--- src/rtl/digit_frame_streamer_if.sv ---
// OLED driver link: pixel byte, write request, end-of-frame request, driver ready.
// Latency: none; this interface only carries wires.
// Backpressure: the driver acknowledges a request by dropping oled_ready_in.
// Ports (master = streamer):
//   oled_data_out      8  pixel byte
//   oled_write_stb_out 1  byte valid / write request
//   oled_sync_stb_out  1  end-of-frame request
//   oled_ready_in      1  driver ready; a low level acknowledges the request
interface digit_frame_streamer_if;
    logic [7:0] oled_data_out;
    logic       oled_write_stb_out;
    logic       oled_sync_stb_out;
    logic       oled_ready_in;

    modport master (
        output oled_data_out,
        output oled_write_stb_out,
        output oled_sync_stb_out,
        input  oled_ready_in
    );

    modport slave (
        input  oled_data_out,
        input  oled_write_stb_out,
        input  oled_sync_stb_out,
        output oled_ready_in
    );
endinterface

--- src/rtl/digit_frame_streamer.sv ---
// Seven-segment frame generator: one full screen of pixel bytes, then one sync strobe.
// Latency: the first write strobe appears one cycle after the refresh edge; each byte costs at least 2 cycles.
// Backpressure: each byte or sync is held until the driver drops oled_ready_in; refreshes while busy queue one deep, latest wins.
// Ports: clk_in, reset_n_in (sync, active low), digits_in (MS nibble = leftmost digit),
//        dp_in (bit i = nibble i), refresh_stb_in, ready_out (high in IDLE), oled (master side of the driver link).
// Optional feature: LEADING_ZERO_BLANK_EN blanks leading zero digits.
module digit_frame_streamer #(
    parameter int DIGITS_NUM       = 6,
    parameter int DIGIT_X_SIZE_PX  = 21,
    parameter int LCD_X_SIZE_PX    = 128,
    parameter int LCD_Y_SIZE_BYTES = 4
) (
    input  logic                    clk_in,
    input  logic                    reset_n_in,
    input  logic [4*DIGITS_NUM-1:0] digits_in,
    input  logic [DIGITS_NUM-1:0]   dp_in,
    input  logic                    refresh_stb_in,
    output logic                    ready_out,
    digit_frame_streamer_if.master  oled
);
    localparam int PAD_COLS = LCD_X_SIZE_PX - DIGITS_NUM * DIGIT_X_SIZE_PX;
    localparam int COL_W    = $clog2(LCD_X_SIZE_PX + 1);
    localparam int PAGE_W   = $clog2(LCD_Y_SIZE_BYTES + 1);
    localparam int DCOL_W   = $clog2(DIGIT_X_SIZE_PX + 1);
    localparam int DIG_W    = $clog2(DIGITS_NUM + 1);

    localparam logic [COL_W-1:0]  PAD_C     = COL_W'(PAD_COLS);
    localparam logic [COL_W-1:0]  LAST_COL  = COL_W'(LCD_X_SIZE_PX - 1);
    localparam logic [PAGE_W-1:0] LAST_PAGE = PAGE_W'(LCD_Y_SIZE_BYTES - 1);
    localparam logic [DCOL_W-1:0] LAST_DCOL = DCOL_W'(DIGIT_X_SIZE_PX - 1);

    // Column masks of the 21x32 glyph: bit n = pixel row n.
    localparam logic [31:0] ROWS_TOP   = 32'h0000_0006;  // segment a
    localparam logic [31:0] ROWS_UPPER = 32'h0000_7FF8;  // segments b, f
    localparam logic [31:0] ROWS_MID   = 32'h0001_8000;  // segment g
    localparam logic [31:0] ROWS_LOWER = 32'h1FFE_0000;  // segments c, e
    localparam logic [31:0] ROWS_BOT   = 32'h6000_0000;  // segment d

    if (PAD_COLS < 0) begin : g_fit_check
        $error("digit_frame_streamer: digits are wider than the display");
    end
    if (DIGIT_X_SIZE_PX != 21) begin : g_cell_check
        $error("digit_frame_streamer: glyph renderer is 21 columns wide");
    end
    if (DIGITS_NUM < 1 || DIGITS_NUM > 6) begin : g_num_check
        $error("digit_frame_streamer: DIGITS_NUM must be 1..6");
    end

    typedef enum logic [2:0] {
        S_RESET, S_IDLE, S_SEND_DATA, S_WAIT_DATA, S_SEND_SYNC, S_WAIT_SYNC
    } state_t;

    state_t                  state_q;
    logic [4*DIGITS_NUM-1:0] digits_q, shadow_dg_q, src_dg;
    logic [DIGITS_NUM-1:0]   dp_q, shadow_dp_q, src_dp;
    logic                    pending_q;
    logic [COL_W-1:0]        col_q, col_d;
    logic [PAGE_W-1:0]       page_q, page_d;
    logic [DCOL_W-1:0]       dcol_q, dcol_d;
    logic [DIG_W-1:0]        dig_q, dig_d;
    logic [7:0]              data_q, nxt_byte, start_byte;
    logic                    wr_q, sync_q, ready_q;
    logic                    last_byte;

    function automatic logic [6:0] seg7(input logic [3:0] v);
        case (v)
            4'h0: seg7 = 7'h3F;  4'h1: seg7 = 7'h06;  4'h2: seg7 = 7'h5B;  4'h3: seg7 = 7'h4F;
            4'h4: seg7 = 7'h66;  4'h5: seg7 = 7'h6D;  4'h6: seg7 = 7'h7D;  4'h7: seg7 = 7'h07;
            4'h8: seg7 = 7'h7F;  4'h9: seg7 = 7'h6F;  4'hA: seg7 = 7'h77;  4'hB: seg7 = 7'h7C;
            4'hC: seg7 = 7'h39;  4'hD: seg7 = 7'h5E;  4'hE: seg7 = 7'h79;  default: seg7 = 7'h71;
        endcase
    endfunction

    // One byte of a digit cell: build the 32-row column mask, then pick the page.
    function automatic logic [7:0] cell_byte(input logic [DCOL_W-1:0] x, input logic [PAGE_W-1:0] page,
                                             input logic [6:0] seg, input logic dp);
        int          xi, pi;
        logic [31:0] col_bits, sh;
        logic [7:0]  b;
        xi = int'(x);
        pi = int'(page);
        col_bits = 32'h0;
        if (xi >= 4 && xi <= 14)
            col_bits = ({32{seg[0]}} & ROWS_TOP) | ({32{seg[6]}} & ROWS_MID) | ({32{seg[3]}} & ROWS_BOT);
        else if (xi >= 15 && xi <= 16)
            col_bits = ({32{seg[1]}} & ROWS_UPPER) | ({32{seg[2]}} & ROWS_LOWER);
        else if (xi >= 2 && xi <= 3)
            col_bits = ({32{seg[5]}} & ROWS_UPPER) | ({32{seg[4]}} & ROWS_LOWER);
        sh = col_bits >> (8 * pi);
        b  = (pi < 4) ? sh[7:0] : 8'h00;
        if (dp && page == LAST_PAGE && xi >= DIGIT_X_SIZE_PX - 2)
            b = b | 8'hC0;
        return b;
    endfunction

`ifdef LEADING_ZERO_BLANK_EN
    // Scan from the MSD; stop at the first non-zero digit or the first set point.
    function automatic logic [DIGITS_NUM-1:0] blank_mask(input logic [4*DIGITS_NUM-1:0] dg,
                                                         input logic [DIGITS_NUM-1:0] dpv);
        logic [DIGITS_NUM-1:0] m;
        logic                  stop;
        m    = '0;
        stop = 1'b0;
        for (int i = DIGITS_NUM - 1; i >= 1; i--) begin
            if (!stop && dg[i*4 +: 4] == 4'h0 && !dpv[i]) m[i] = 1'b1;
            else                                          stop = 1'b1;
        end
        return m;
    endfunction
`endif

    function automatic logic [7:0] frame_byte(input logic pad, input logic [DIG_W-1:0] dig,
                                              input logic [DCOL_W-1:0] dcol, input logic [PAGE_W-1:0] page,
                                              input logic [4*DIGITS_NUM-1:0] dg,
                                              input logic [DIGITS_NUM-1:0] dpv);
        int                    idx;
        logic [DIGITS_NUM-1:0] blank;
        logic [6:0]            seg;
        idx = DIGITS_NUM - 1 - int'(dig);
`ifdef LEADING_ZERO_BLANK_EN
        blank = blank_mask(dg, dpv);
`else
        blank = '0;
`endif
        seg = blank[idx] ? 7'h00 : seg7(dg[idx*4 +: 4]);
        return pad ? 8'h00 : cell_byte(dcol, page, seg, dpv[idx]);
    endfunction

    // Next scan position: page is the fast counter; digit counters only move on digit columns.
    always_comb begin
        page_d = page_q + 1'b1;
        col_d  = col_q;
        dcol_d = dcol_q;
        dig_d  = dig_q;
        if (page_q == LAST_PAGE) begin
            page_d = '0;
            col_d  = col_q + 1'b1;
            if (col_q >= PAD_C) begin
                if (dcol_q == LAST_DCOL) begin
                    dcol_d = '0;
                    dig_d  = dig_q + 1'b1;
                end else begin
                    dcol_d = dcol_q + 1'b1;
                end
            end
        end
    end

    assign last_byte  = (page_q == LAST_PAGE) && (col_q == LAST_COL);
    assign src_dg     = refresh_stb_in ? digits_in : shadow_dg_q;
    assign src_dp     = refresh_stb_in ? dp_in     : shadow_dp_q;
    assign nxt_byte   = frame_byte(col_d < PAD_C, dig_d, dcol_d, page_d, digits_q, dp_q);
    assign start_byte = frame_byte(PAD_COLS > 0, '0, '0, '0, src_dg, src_dp);

    always_ff @(posedge clk_in) begin
        if (!reset_n_in) begin
            state_q     <= S_RESET;
            digits_q    <= '0;
            dp_q        <= '0;
            shadow_dg_q <= '0;
            shadow_dp_q <= '0;
            pending_q   <= 1'b0;
            col_q       <= '0;
            page_q      <= '0;
            dcol_q      <= '0;
            dig_q       <= '0;
            data_q      <= 8'h00;
            wr_q        <= 1'b0;
            sync_q      <= 1'b0;
            ready_q     <= 1'b0;
        end else begin
            if (refresh_stb_in && state_q != S_IDLE) begin
                shadow_dg_q <= digits_in;
                shadow_dp_q <= dp_in;
                pending_q   <= 1'b1;
            end
            case (state_q)
                S_RESET: begin
                    state_q <= S_IDLE;
                    ready_q <= 1'b1;
                end
                S_IDLE: begin
                    if (refresh_stb_in || pending_q) begin
                        digits_q  <= src_dg;
                        dp_q      <= src_dp;
                        pending_q <= 1'b0;
                        col_q     <= '0;
                        page_q    <= '0;
                        dcol_q    <= '0;
                        dig_q     <= '0;
                        data_q    <= start_byte;
                        wr_q      <= 1'b1;
                        ready_q   <= 1'b0;
                        state_q   <= S_SEND_DATA;
                    end
                end
                S_SEND_DATA: begin
                    if (!oled.oled_ready_in) begin
                        wr_q    <= 1'b0;
                        state_q <= S_WAIT_DATA;
                    end
                end
                S_WAIT_DATA: begin
                    if (oled.oled_ready_in) begin
                        if (last_byte) begin
                            data_q  <= 8'h00;
                            sync_q  <= 1'b1;
                            state_q <= S_SEND_SYNC;
                        end else begin
                            col_q   <= col_d;
                            page_q  <= page_d;
                            dcol_q  <= dcol_d;
                            dig_q   <= dig_d;
                            data_q  <= nxt_byte;
                            wr_q    <= 1'b1;
                            state_q <= S_SEND_DATA;
                        end
                    end
                end
                S_SEND_SYNC: begin
                    if (!oled.oled_ready_in) begin
                        sync_q  <= 1'b0;
                        state_q <= S_WAIT_SYNC;
                    end
                end
                S_WAIT_SYNC: begin
                    if (oled.oled_ready_in) begin
                        ready_q <= 1'b1;
                        state_q <= S_IDLE;
                    end
                end
                default: state_q <= S_RESET;
            endcase
        end
    end

    assign ready_out               = ready_q;
    assign oled.oled_data_out      = data_q;
    assign oled.oled_write_stb_out = wr_q;
    assign oled.oled_sync_stb_out  = sync_q;
endmodule

--- src/flat_wrapper.sv ---
// flat-port wrapper written by rule: the top's interface ports become plain ports
module digit_frame_streamer_flat 
#(
    parameter int DIGITS_NUM       = 6,
    parameter int DIGIT_X_SIZE_PX  = 21,
    parameter int LCD_X_SIZE_PX    = 128,
    parameter int LCD_Y_SIZE_BYTES = 4
)
  (clk_in, reset_n_in, digits_in, dp_in, refresh_stb_in, ready_out, oled_oled_data_out, oled_oled_write_stb_out, oled_oled_sync_stb_out, oled_oled_ready_in);
  digit_frame_streamer_if oled_i ();
  input  logic clk_in;
  input  logic reset_n_in;
  input  logic [4*DIGITS_NUM-1:0] digits_in;
  input  logic [DIGITS_NUM-1:0] dp_in;
  input  logic refresh_stb_in;
  output logic ready_out;
  output wire logic [$bits(oled_i.oled_data_out)-1:0] oled_oled_data_out;
  output wire logic [$bits(oled_i.oled_write_stb_out)-1:0] oled_oled_write_stb_out;
  output wire logic [$bits(oled_i.oled_sync_stb_out)-1:0] oled_oled_sync_stb_out;
  input wire logic [$bits(oled_i.oled_ready_in)-1:0] oled_oled_ready_in;
  assign oled_oled_data_out = oled_i.oled_data_out;
  assign oled_oled_write_stb_out = oled_i.oled_write_stb_out;
  assign oled_oled_sync_stb_out = oled_i.oled_sync_stb_out;
  assign oled_i.oled_ready_in = oled_oled_ready_in;
  digit_frame_streamer #(.DIGITS_NUM(DIGITS_NUM), .DIGIT_X_SIZE_PX(DIGIT_X_SIZE_PX), .LCD_X_SIZE_PX(LCD_X_SIZE_PX), .LCD_Y_SIZE_BYTES(LCD_Y_SIZE_BYTES)) u_core (.clk_in(clk_in), .reset_n_in(reset_n_in), .digits_in(digits_in), .dp_in(dp_in), .refresh_stb_in(refresh_stb_in), .ready_out(ready_out), .oled(oled_i));
endmodule
--- config.mk ---
export PLATFORM = sky130hd
export DESIGN_NAME = digit_frame_streamer_flat
export DESIGN_NICKNAME = d
export VERILOG_FILES = /design/src/rtl/digit_frame_streamer_if.sv /design/src/rtl/digit_frame_streamer.sv /design/src/flat_wrapper.sv
export SDC_FILE = /design/constraint.sdc
export NUM_CORES = 1
export LEC_CHECK = 0
export ABC_AREA = 1
export CORE_MARGIN = 4
export CORE_UTILIZATION = 35
export CTS_BUF_LIST = sky130_fd_sc_hd__clkbuf_8
export CTS_CLUSTER_DIAMETER = 30
export DETAILED_ROUTE_END_ITERATION = 8
export PLACE_DENSITY = 0.52
export SETUP_SLACK_MARGIN = 0.1
export SLEW_MARGIN = 30
export SYNTH_ARGS = -nofsm -noshare
export SYNTH_HDL_FRONTEND = slang
export SYNTH_SLANG_ARGS = --single-unit
export TNS_END_PERCENT = 50
--- constraint.sdc ---
create_clock -name clk_in -period 10.9 [get_ports clk_in]
set_input_delay 2.725 -clock clk_in [delete_from_list [all_inputs] [get_ports clk_in]]
set_output_delay 2.725 -clock clk_in [all_outputs]
set_load 0.02 [all_outputs]
# ---- Word level (Yosys, flattened, before mapping)
# Memories as Yosys holds them, arrays and structs flattened.
# Index checks and enable logic that the tools add are counted.
dict set report classes {
  n_mux 61
  n_eq_ne 17
  shift 2
  reduce_logical 20
  add_sub_neg 5
  bitwise 4
  order_cmp 11
}
# operator count
set ops {}
lappend ops {{2-to-1 mux 32 bit} 3}
lappend ops {{2-to-1 mux 8 bit} 9}
lappend ops {{bitwise OR 15 x 29 -> 29 bit} 2}
lappend ops {{2-to-1 mux 3 bit} 15}
lappend ops {{less-than comparator 32 x 5 -> 1 bit, second input constant} 1}
lappend ops {{bitwise OR 32 x 31 -> 32 bit} 1}
lappend ops {{case mux 8 bit (2 select lines)} 2}
lappend ops {{indexed part select 24 x 32 -> 4 bit} 1}
lappend ops {{>> shifter 32 x 6 -> 8 bit} 1}
lappend ops {{2-to-1 mux 5 bit} 6}
lappend ops {{2-to-1 mux 24 bit} 1}
lappend ops {{case mux 3 bit (6 select lines)} 1}
lappend ops {{bitwise OR 3 x 17 -> 17 bit} 1}
lappend ops {{2-to-1 mux 1 bit} 15}
lappend ops {{equality test 3 x 2 -> 1 bit, second input constant} 4}
lappend ops {{case mux 3 bit (2 select lines)} 2}
lappend ops {{!= test 2 bit, second input constant} 5}
lappend ops {{case mux 5 bit (2 select lines)} 1}
lappend ops {{AND reduction 5 bit} 2}
lappend ops {{adder 8 x 1 -> 8 bit, second input constant} 1}
lappend ops {{equality test 8 x 7 -> 1 bit, second input constant} 1}
lappend ops {{>= comparator 8 x 2 -> 1 bit, second input constant} 1}
lappend ops {{less-than comparator 8 x 2 -> 1 bit, second input constant} 1}
lappend ops {{AND reduction 4 bit} 2}
lappend ops {{other kinds (28)} 41}
dict set report totals {
  mem_bits_ro 120
  mem_count 2
  in_bits 34
  reg_bits 94
  output_inout_bits 11
  word_cells 136
}
# memory words word_bits read_ports rd_ports_with_merged_regs wr line_no
set memory_table {}
lappend memory_table {{(no name shown)} 16 7 1 0 0 digit_frame_streamer.sv:66} ;# case (v)
lappend memory_table {{(no name shown)} 8 1 1 0 0 digit_frame_streamer.sv:125} ;# seg = blank[idx] ? 7'h00 : seg7(dg[idx*4 +: 4]);

# ---- Longest topological paths before layout
# Gate-level depths: netlist (run 1).
dict set report logic_depth {
  depth_word 20
  depth_mapped 33
  depth_no_buf 32
}

# ---- Worst setup path after synthesis (run 1)
# OpenSTA, ideal clock, no wires.
dict set report synth_path {
  path_type {input -> register}
  startpoint {in refresh_stb_in}
  endpoint {reg u_core.data_q[7], in the netlist u_core.oled.oled_data_out[7]}
  arrival_ns 4.205
  path_buffers 1
  cell_stages 12
  path_slack_ns 6.563
  setup_time_ns 0.132
  cell_sequence {clkbuf_1 -> nor2_1 -> nor2_4 -> a21oi_2 -> nor3_2 -> inv_1 -> nor2_1 -> o21ai_1 -> nor3_1 -> nand4_1 -> a21boi_0 -> a21oi_1}
}
dict set report synth_between {
  elab_chain_cells 3
}
# element line_no
set synth_lines {}
lappend synth_lines {{from (decl)} flat_wrapper.sv:15} ;# input logic refresh_stb_in;
lappend synth_lines {{logical OR 1 bit} digit_frame_streamer.sv:183} ;# if (refresh_stb_in || pending_q) begin
lappend synth_lines {{!= test 2 x 1 -> 1 bit (no source line)} -}
lappend synth_lines {{AND reduction 3 bit (no source line)} -}
lappend synth_lines {{to (signal assigned)} digit_frame_streamer.sv:191} ;# data_q <= start_byte;
lappend synth_lines {{to (signal assigned)} digit_frame_streamer.sv:214} ;# data_q <= nxt_byte;
lappend synth_lines {{to (decl)} digit_frame_streamer.sv:61} ;# logic [7:0] data_q, nxt_byte, start_byte;
# No other way between the ends.
# A chain may end at the register's enable or synchronous reset.

# ---- Worst setup path in the final report (run 1)
# Same ends and word-level chain as after synthesis.

==> results of run 1 <==
==> where the power goes <==
| part | internal [uW] | leakage (uW) | switching (uW) | total, uW |
|---|---|---|---|---|
| Clock | 96.0 | 0.0000975 | 127 | 223 |
| Sequential | 382 | 0.000754 | 21.6 | 404 |
| Combinational | 81.0 | 0.00151 | 147 | 228 |
==> synth_stat cells, types with 2 or more instances <==
library cell / n
sky130_fd_sc_hd__clkbuf_1: 32
sky130_fd_sc_hd__nor2_1: 60
sky130_fd_sc_hd__nor2_2: 3
sky130_fd_sc_hd__ha_1: 14
sky130_fd_sc_hd__inv_1: 80
sky130_fd_sc_hd__a211oi_1: 5
sky130_fd_sc_hd__nand2_2: 6
sky130_fd_sc_hd__nor3_1: 7
sky130_fd_sc_hd__nand2_4: 4
sky130_fd_sc_hd__a21oi_2: 3
sky130_fd_sc_hd__inv_2: 11
sky130_fd_sc_hd__nand2_1: 169
sky130_fd_sc_hd__buf_1: 2
sky130_fd_sc_hd__clkinv_1: 2
sky130_fd_sc_hd__buf_4: 2
sky130_fd_sc_hd__a31oi_1: 2
sky130_fd_sc_hd__o21ai_0: 79
sky130_fd_sc_hd__inv_4: 2
sky130_fd_sc_hd__a21oi_1: 122
sky130_fd_sc_hd__nand3_1: 39
sky130_fd_sc_hd__xor2_1: 5
sky130_fd_sc_hd__dfxtp_1: 92
sky130_fd_sc_hd__a21boi_0: 2
sky130_fd_sc_hd__nand4_1: 4
==> cells by family (layout without fill, tap and decap cells) <==
family / count (synthesis) / after routing / synth area share
adders and majority gates: 14 / 14 / 0.0348
xor gates and xnor gates: 6 / 6 / 0.0104
buffers and inverters: 132 / 157 / 0.102
AOI/OAI and AO/OA: 219 / 219 / 0.230
DFF: 92 / 92 / 0.366
and+or+nand+nor: 298 / 298 / 0.256
==> metrics by stage <==
step | utilization | worst slack, ns
after global placement | 0.397 | 5.26
after global routing | 0.410 | 5.60
after CTS | 0.410 | 5.55
after floorplan | - | 6.56
after detailed placement | 0.397 | 5.15
final | 0.410 | 5.93
==> state kept, by name, summed over array words and instances, names as in the netlist, 5 cells and up <==
signal	flops
u_core.digits_q	24
u_core.shadow_dg_q	24
u_core.col_q	8
u_core.dp_q	6
u_core.oled.oled_data_out	6
u_core.shadow_dp_q	6
u_core.dcol_q	5
==> layout make-up <==
| class | instances | area [sq um] | share of cell area |
|---|---|---|---|
| Clock buffer | 11 | 151 | 0.0264 |
| Clock inverter | 5 | 33.8 | 0.00589 |
| Inverter | 95 | 362 | 0.0630 |
| Multi-Input combinational cell | 537 | 2670 | 0.466 |
| Sequential cell | 92 | 1840 | 0.321 |
| Tap cell | 180 | 225 | 0.0393 |
| Timing Repair Buffer | 46 | 450 | 0.0785 |
==> worst paths after layout <==
path / endpoint / slack, ns
worst max-delay path: u_core.oled.oled_data_out[7] / 5.93
worst min-delay path: u_core.oled.oled_sync_stb_out / 0.46
worst max register to register: u_core.oled.oled_data_out[0] / 6.66
worst min register to register: u_core.oled.oled_sync_stb_out / 0.46
==> worst reg2reg max path, cell delays in order (launching register included) <==
cell,delay (ns)
sky130_fd_sc_hd__dfxtp_1,0.39
sky130_fd_sc_hd__ha_1,0.20
sky130_fd_sc_hd__nand2_1,0.21
sky130_fd_sc_hd__inv_4,0.21
sky130_fd_sc_hd__nand3_4,0.14
sky130_fd_sc_hd__inv_1,0.19
sky130_fd_sc_hd__nand2_1,0.09
sky130_fd_sc_hd__xnor2_1,0.23
sky130_fd_sc_hd__ha_1,0.30
sky130_fd_sc_hd__clkinv_1,0.45
sky130_fd_sc_hd__nand2_1,0.17
sky130_fd_sc_hd__nand3_1,0.09
sky130_fd_sc_hd__nand2_1,0.08
sky130_fd_sc_hd__nand2_1,0.05
sky130_fd_sc_hd__nand2_1,0.07
sky130_fd_sc_hd__nand2_1,0.05
sky130_fd_sc_hd__nand2_2,0.14
sky130_fd_sc_hd__inv_2,0.08
sky130_fd_sc_hd__ha_1,0.22
sky130_fd_sc_hd__nand3_1,0.09
sky130_fd_sc_hd__nor2_1,0.06
sky130_fd_sc_hd__nor2_1,0.08
sky130_fd_sc_hd__nand2_1,0.06
sky130_fd_sc_hd__nand2_1,0.09
sky130_fd_sc_hd__nand2_2,0.07
sky130_fd_sc_hd__a21oi_2,0.13
sky130_fd_sc_hd__nand3_1,0.08
sky130_fd_sc_hd__a21oi_1,0.14
==> cell usage in the layout (no fill, tap or decap), types with 3 or more instances in the layout <==
cell type / instances
sky130_fd_sc_hd__inv_2: 12
sky130_fd_sc_hd__nor2_1: 60
sky130_fd_sc_hd__nand3_1: 39
sky130_fd_sc_hd__clkdlybuf4s50_1: 42
sky130_fd_sc_hd__dfxtp_1: 92
sky130_fd_sc_hd__a21oi_2: 3
sky130_fd_sc_hd__nand4_1: 4
sky130_fd_sc_hd__buf_4: 4
sky130_fd_sc_hd__nor3_1: 7
sky130_fd_sc_hd__nand2_4: 4
sky130_fd_sc_hd__nor2_2: 3
sky130_fd_sc_hd__a21oi_1: 122
sky130_fd_sc_hd__nand2_2: 6
sky130_fd_sc_hd__clkbuf_8: 11
sky130_fd_sc_hd__o21ai_0: 79
sky130_fd_sc_hd__nand2_1: 169
sky130_fd_sc_hd__a211oi_1: 5
sky130_fd_sc_hd__ha_1: 14
sky130_fd_sc_hd__inv_1: 80
sky130_fd_sc_hd__xor2_1: 5
==> per-layer routing <==
| metal | vias up | routed length (um) | track usage |
|---|---|---|---|
| met1 | 2134 | 5740 | 0.194 |
| met2 | 50 | 5500 | 0.255 |
| met5 | - | 0 | 0 |
| met4 | 0 | 163 | 0.0474 |
| met3 | 12 | 356 | 0.0333 |
| li1 | 2525 | - | - |
==> results.yml, run 1 <==
run_status:
  outcome: "finished, final reports clean"
clock_network:
  postCtsSetupRepairBufs: 0
  cts_num_sinks: 92
  clk_transition_reported_paths_ns: 0.09
  clock_latency_ns: 0.38
  cts-root-buf: "sky130_fd_sc_hd__clkbuf_8"
  cts_tree: "yes"
  number_of_cells_upsized_or_downsized_after_cts: 0
  clock_buffer_count_from_cts: 9
  hold_buffers: 0
  cts.htree.levels: 3
  cts_buffer_depth: 2
synth:
  synth_edf_count: 0
  synth-seq-cells: 92
  synthesized_net_count: 809
  synth_top_area_frac: 0.366
  ys_dominant_reg_cell: "sky130_fd_sc_hd__dfxtp_1"
  syn_inst: 761
  synth_cell_types: 38
  postSynthAreaPerCell_sq_um: 6.61
  synthesis.area_sq_um: 5030
  synth.top_cells.by_area: "sky130_fd_sc_hd__dfxtp_1, sky130_fd_sc_hd__nand2_1, sky130_fd_sc_hd__a21oi_1"
  synth-async-reset-ratio: 0
  synth_seq_area_share: 0.366
  synth.yosys.warnings: 0
  synthDominantAreaCellType: "sky130_fd_sc_hd__dfxtp_1"
placement:
  post-place-cells: 950
  finalWeightedCongestion: 0.871
  place_area_sq_um: 5550
  post-dp-hpwl_um: 8370
  port_buffers: 44
routing:
  drc: 0
  drt_first_pass_iters: 4
  post_drt_via_cell_ratio: 4.89
  wire_per_inst_um: 12.2
  totalWireLength_um: 11800
  detailedRoute.firstIterationViolations: 235
  via_count: 4721
  drt.antenna.violating_nets: 0
critical_path:
  maximum_fanout_count_along_the_critical_path: 62
  critical_path_class: "in -> reg"
  crit_top_cell: "sky130_fd_sc_hd__nor2_1"
  worst-endpoint-arrival_ns: 5.27
  peak_per_stage_delay_on_the_critical_path_ns: 0.58
  critical_path.endpoint_type: "flop"
  cp.buffers_inverters: 2
  critical_path.top_delay_family: "simple AND/OR/NAND/NOR gates"
  worst_setup_path_startpoint: "refresh_stb_in"
  data_required_critical_path_ns: 11.20
  critical-path-slowest-cell: "sky130_fd_sc_hd__nor3_2"
  critical_path_depth: 12
  crit-reg2reg-launch: "u_core.page_q[0]"
  crit_chain: "buf_4, nor2_1, nor2_4, a21oi_2, nor3_2, inv_1, nor2_1, o21ai_1, nor3_1, nand4_1, a21boi_0, a21oi_1"
  ff2ff_path_depth: 27
  timing.critical_path.from_type: "input port"
cells_and_area:
  num-nets-final: 829
  layout-drive-gt1-share: 0.0687
  post_layout_nonfiller_instances: 966
  syn_to_final_growth_pct: 14.1
  antennaDiodeCount: 0
  layout.cell_area.non_filler_sq_um: 5740
  fillCellCount: 1493
min_path:
  hp-start: "u_core.oled.oled_sync_stb_out"
  min_path_type: "reg -> reg"
  hold_depth: 2
floorplanning:
  placeableCoreArea_sq_um: 14000
  die_y_um: 128
  fp.dieW_um: 128
  die-area_sq_um: 16400
  floorplan.rows: 43
  floorplan.initialDensity: 0.360
  top_level_ports: 45
sta:
  period_share: 0.456
  finalHoldWorstSlack_ns: 0.455
  post-route-min-period_ns: 4.97
  max_freq_mhz: 201
  relSlewSlack: 0.419
  report.final.slew_viol_count: 0
  tns_ns: 0
  skew_ns: 0.0143
  setup_viol_count_final: 0
  rsz0062_at_grt: "false"
  tightest_slew_ns: 0.868
  final_hold_violating_endpoints: 0
global_route:
  antenna_found_initial: 0
  grt_overflow: 0
  grt_first_pass_wirelength_um: 20600
  maximum_number_of_pins_on_one_net_before_global_route_repair: 65
  global_route.usage.total: 0.152
  grt_pass1_vias: 4536
pwr:
  vdd.ir_drop.worst_mv: 0.0851
  power.density_cell_area_nw_per_um2: 149
  report.power.total_uw: 855
  p_leak_uw: 0.00237
run:
  cap_violations: 0
Power figures use the tool's default switching activity.
==> inputs of run 2 (changes only) <==
--- a/config.mk
+++ b/config.mk
@@ -11,7 +11,7 @@
 export CTS_BUF_LIST = sky130_fd_sc_hd__clkbuf_8
 export CTS_CLUSTER_DIAMETER = 30
 export DETAILED_ROUTE_END_ITERATION = 8
-export PLACE_DENSITY = 0.52
+export PLACE_DENSITY = 0.54
 export SETUP_SLACK_MARGIN = 0.1
 export SLEW_MARGIN = 30
 export SYNTH_ARGS = -nofsm -noshare
==> constraint.sdc (replaced) <==
create_clock -name clk_in -period 4.45 [get_ports clk_in]
set_input_delay 1.1125 -clock clk_in [delete_from_list [all_inputs] [get_ports clk_in]]
set_output_delay 1.1125 -clock clk_in [all_outputs]
set_load 0.02 [all_outputs]
==> run 2 against run 1 <==
Effect of this change:
- flip-flop and latch count stayed put
- hold slack is essentially flat
- final area rose by 1.4%
- clock skew shrank 0.0018 ns
- sequential power increased by 150%
- critical path depth up 14
- setup slack worse by 5.3 ns
- global-route usage up 0.42 points
- final cell count increased by 0.93%
- clock power increased to 2.6 times the previous value
- total power is 150% higher
- critical path type is now reg -> reg
- largest power group unchanged
==> results.yml, run 2 (synthesis gave the netlist of run 1 again) <==
critical_path:
  timing.critical_path.from_type: "flop"
  worst-endpoint-arrival_ns: 4.13
  critical_path_class: "reg -> reg"
  critical_path.endpoint_type: "flop"
  maximum_fanout_count_along_the_critical_path: 11
  data_required_critical_path_ns: 4.74
cells_and_area:
  final_cell_mix: "sky130_fd_sc_hd__nand2_1, sky130_fd_sc_hd__a21oi_1, sky130_fd_sc_hd__dfxtp_1, sky130_fd_sc_hd__inv_1, sky130_fd_sc_hd__o21ai_0"
  leading_cell_type_in_the_layout_fill_and_taps_excluded: "sky130_fd_sc_hd__nand2_1"
  layout-drive-gt1-share: 0.0767
  syn_to_final_growth_pct: 15.7
  layout.cell_area.non_filler_sq_um: 5820
  top_regs: "u_core.digits_q: 24 flops, u_core.shadow_dg_q: 24 flops, u_core.col_q: 8 flops"
  num-nets-final: 838
  antennaDiodeCount: 0
sta:
  max_freq_mhz: 260
  post-route-min-period_ns: 3.84
  timing.final.ws_setup_ns: 0.608
  relSlewSlack: 0.426
  report.final.slew_viol_count: 0
  skew_ns: 0.0124
  rsz0062_at_grt: "false"
  tns_ns: 0
  final_hold_violating_endpoints: 0
  tightest_slew_ns: 0.855
  setup_viol_count_final: 0
  period_share: 0.863
run:
  cap_violations: 0
clock_network:
  cts.htree.levels: 3
  clk_transition_reported_paths_ns: 0.09
  cts-root-buf: "sky130_fd_sc_hd__clkbuf_8"
  clock_latency_ns: 0.38
  hold_buffers: 0
  cts_tree: "yes"
  clock_buffer_count_from_cts: 9
  cts_num_sinks: 92
  cts_buffer_depth: 2
global_route:
  antenna_found_initial: 0
  grt_pass1_vias: 4554
  global_route.usage.total: 0.156
  grt_overflow: 0
  grt_first_pass_wirelength_um: 20900
  maximum_number_of_pins_on_one_net_before_global_route_repair: 64
floorplanning:
  floorplan.rows: 43
  top_level_ports: 45
  placeableCoreArea_sq_um: 14000
  die_y_um: 128
  fp.dieW_um: 128
  floorplan.initialDensity: 0.360
  die-area_sq_um: 16400
placement:
  port_buffers: 44
  dp_slack_ns: 0.401
  place_area_sq_um: 5580
  post-dp-hpwl_um: 8540
  finalWeightedCongestion: 0.893
min_path:
  min_path_type: "reg -> reg"
pwr:
  vdd.ir_drop.worst_mv: 0.209
  power.density_cell_area_nw_per_um2: 365
  p_leak_uw: 0.00241
routing:
  post_drt_via_cell_ratio: 4.93
  drt_first_pass_iters: 5
  wire_per_inst_um: 12.3
  via_count: 4807
  detailedRoute.firstIterationViolations: 270
  totalWireLength_um: 12000
  drt.antenna.violating_nets: 0
  drc: 0
run_status:
  outcome: "finished, final reports clean"
[run 2: critical path, stage by stage, from the launching register on]
cell,delay [ns]
sky130_fd_sc_hd__dfxtp_1,0.39
sky130_fd_sc_hd__ha_1,0.20
sky130_fd_sc_hd__nand2_1,0.20
sky130_fd_sc_hd__inv_4,0.20
sky130_fd_sc_hd__nand3_4,0.13
sky130_fd_sc_hd__inv_1,0.14
sky130_fd_sc_hd__nand2_1,0.09
sky130_fd_sc_hd__xnor2_1,0.21
sky130_fd_sc_hd__ha_2,0.30
sky130_fd_sc_hd__clkinvlp_4,0.22
sky130_fd_sc_hd__buf_4,0.20
sky130_fd_sc_hd__nand2_1,0.05
sky130_fd_sc_hd__nand2_1,0.05
sky130_fd_sc_hd__nand3_1,0.07
sky130_fd_sc_hd__nand2_1,0.08
sky130_fd_sc_hd__nand2_2,0.15
sky130_fd_sc_hd__inv_2,0.07
sky130_fd_sc_hd__ha_1,0.20
sky130_fd_sc_hd__nand3_1,0.13
sky130_fd_sc_hd__nand2_1,0.07
sky130_fd_sc_hd__nand2_1,0.05
sky130_fd_sc_hd__nand2_1,0.05
sky130_fd_sc_hd__nand2_1,0.08
sky130_fd_sc_hd__nand2_2,0.06
sky130_fd_sc_hd__a21oi_2,0.13
sky130_fd_sc_hd__nand3_1,0.08
sky130_fd_sc_hd__a21oi_1,0.14
[run 2: routing by layer]
metal	GRT usage	up-vias	part of all wire
met5	0	-	0
met4	0.0630	0	0.022
met3	0.0383	17	0.039
met2	0.269	84	0.48
met1	0.185	2167	0.46
li1	-	2539	-
[run 2: worst paths after layout]
path	start	to	slack, ns	depth (start not counted)
min	u_core.shadow_dg_q[11]	u_core.shadow_dg_q[11]	0.46	2
min reg2reg	u_core.shadow_dg_q[11]	u_core.shadow_dg_q[11]	0.46	2
max	u_core.page_q[0]	u_core.oled.oled_data_out[0]	0.61	26
max reg2reg	u_core.page_q[0]	u_core.oled.oled_data_out[0]	0.61	26
[run 2: area by class of cell]
cell class                 count  area [sq um]
timing repair buffer          55           518
fill                        1514          8170
tap                          180           225
sequential                    92          1840
clock inverter                 6          55.1
multi-input combinational    537          2680
clock buffer                  10           138
inverter                      95           365
[run 2: what timing repair did]
item                                    in CTS  in global routing
setup buffers                                0                  5
endpoints found under the setup margin       0                  6
gates resized for setup                      0                  2
[run 2: metrics by stage]
stage	hold slack (ns)	std cells	util	total power (uW)
after global placement	0.439	954	0.399	1570
after floorplan	0.430	761	-	1420
after global routing	0.477	975	0.416	2290
after detailed placement	0.445	954	0.399	1580
final	0.456	975	0.416	2130
after CTS	0.459	970	0.413	2160
[run 2: power by group]
group          internal [uW]  switching [uW]  total, uW
Combinational            202             360        562
Sequential               936            55.9        992
Clock                    270             302        572
Total                   1410             718       2130
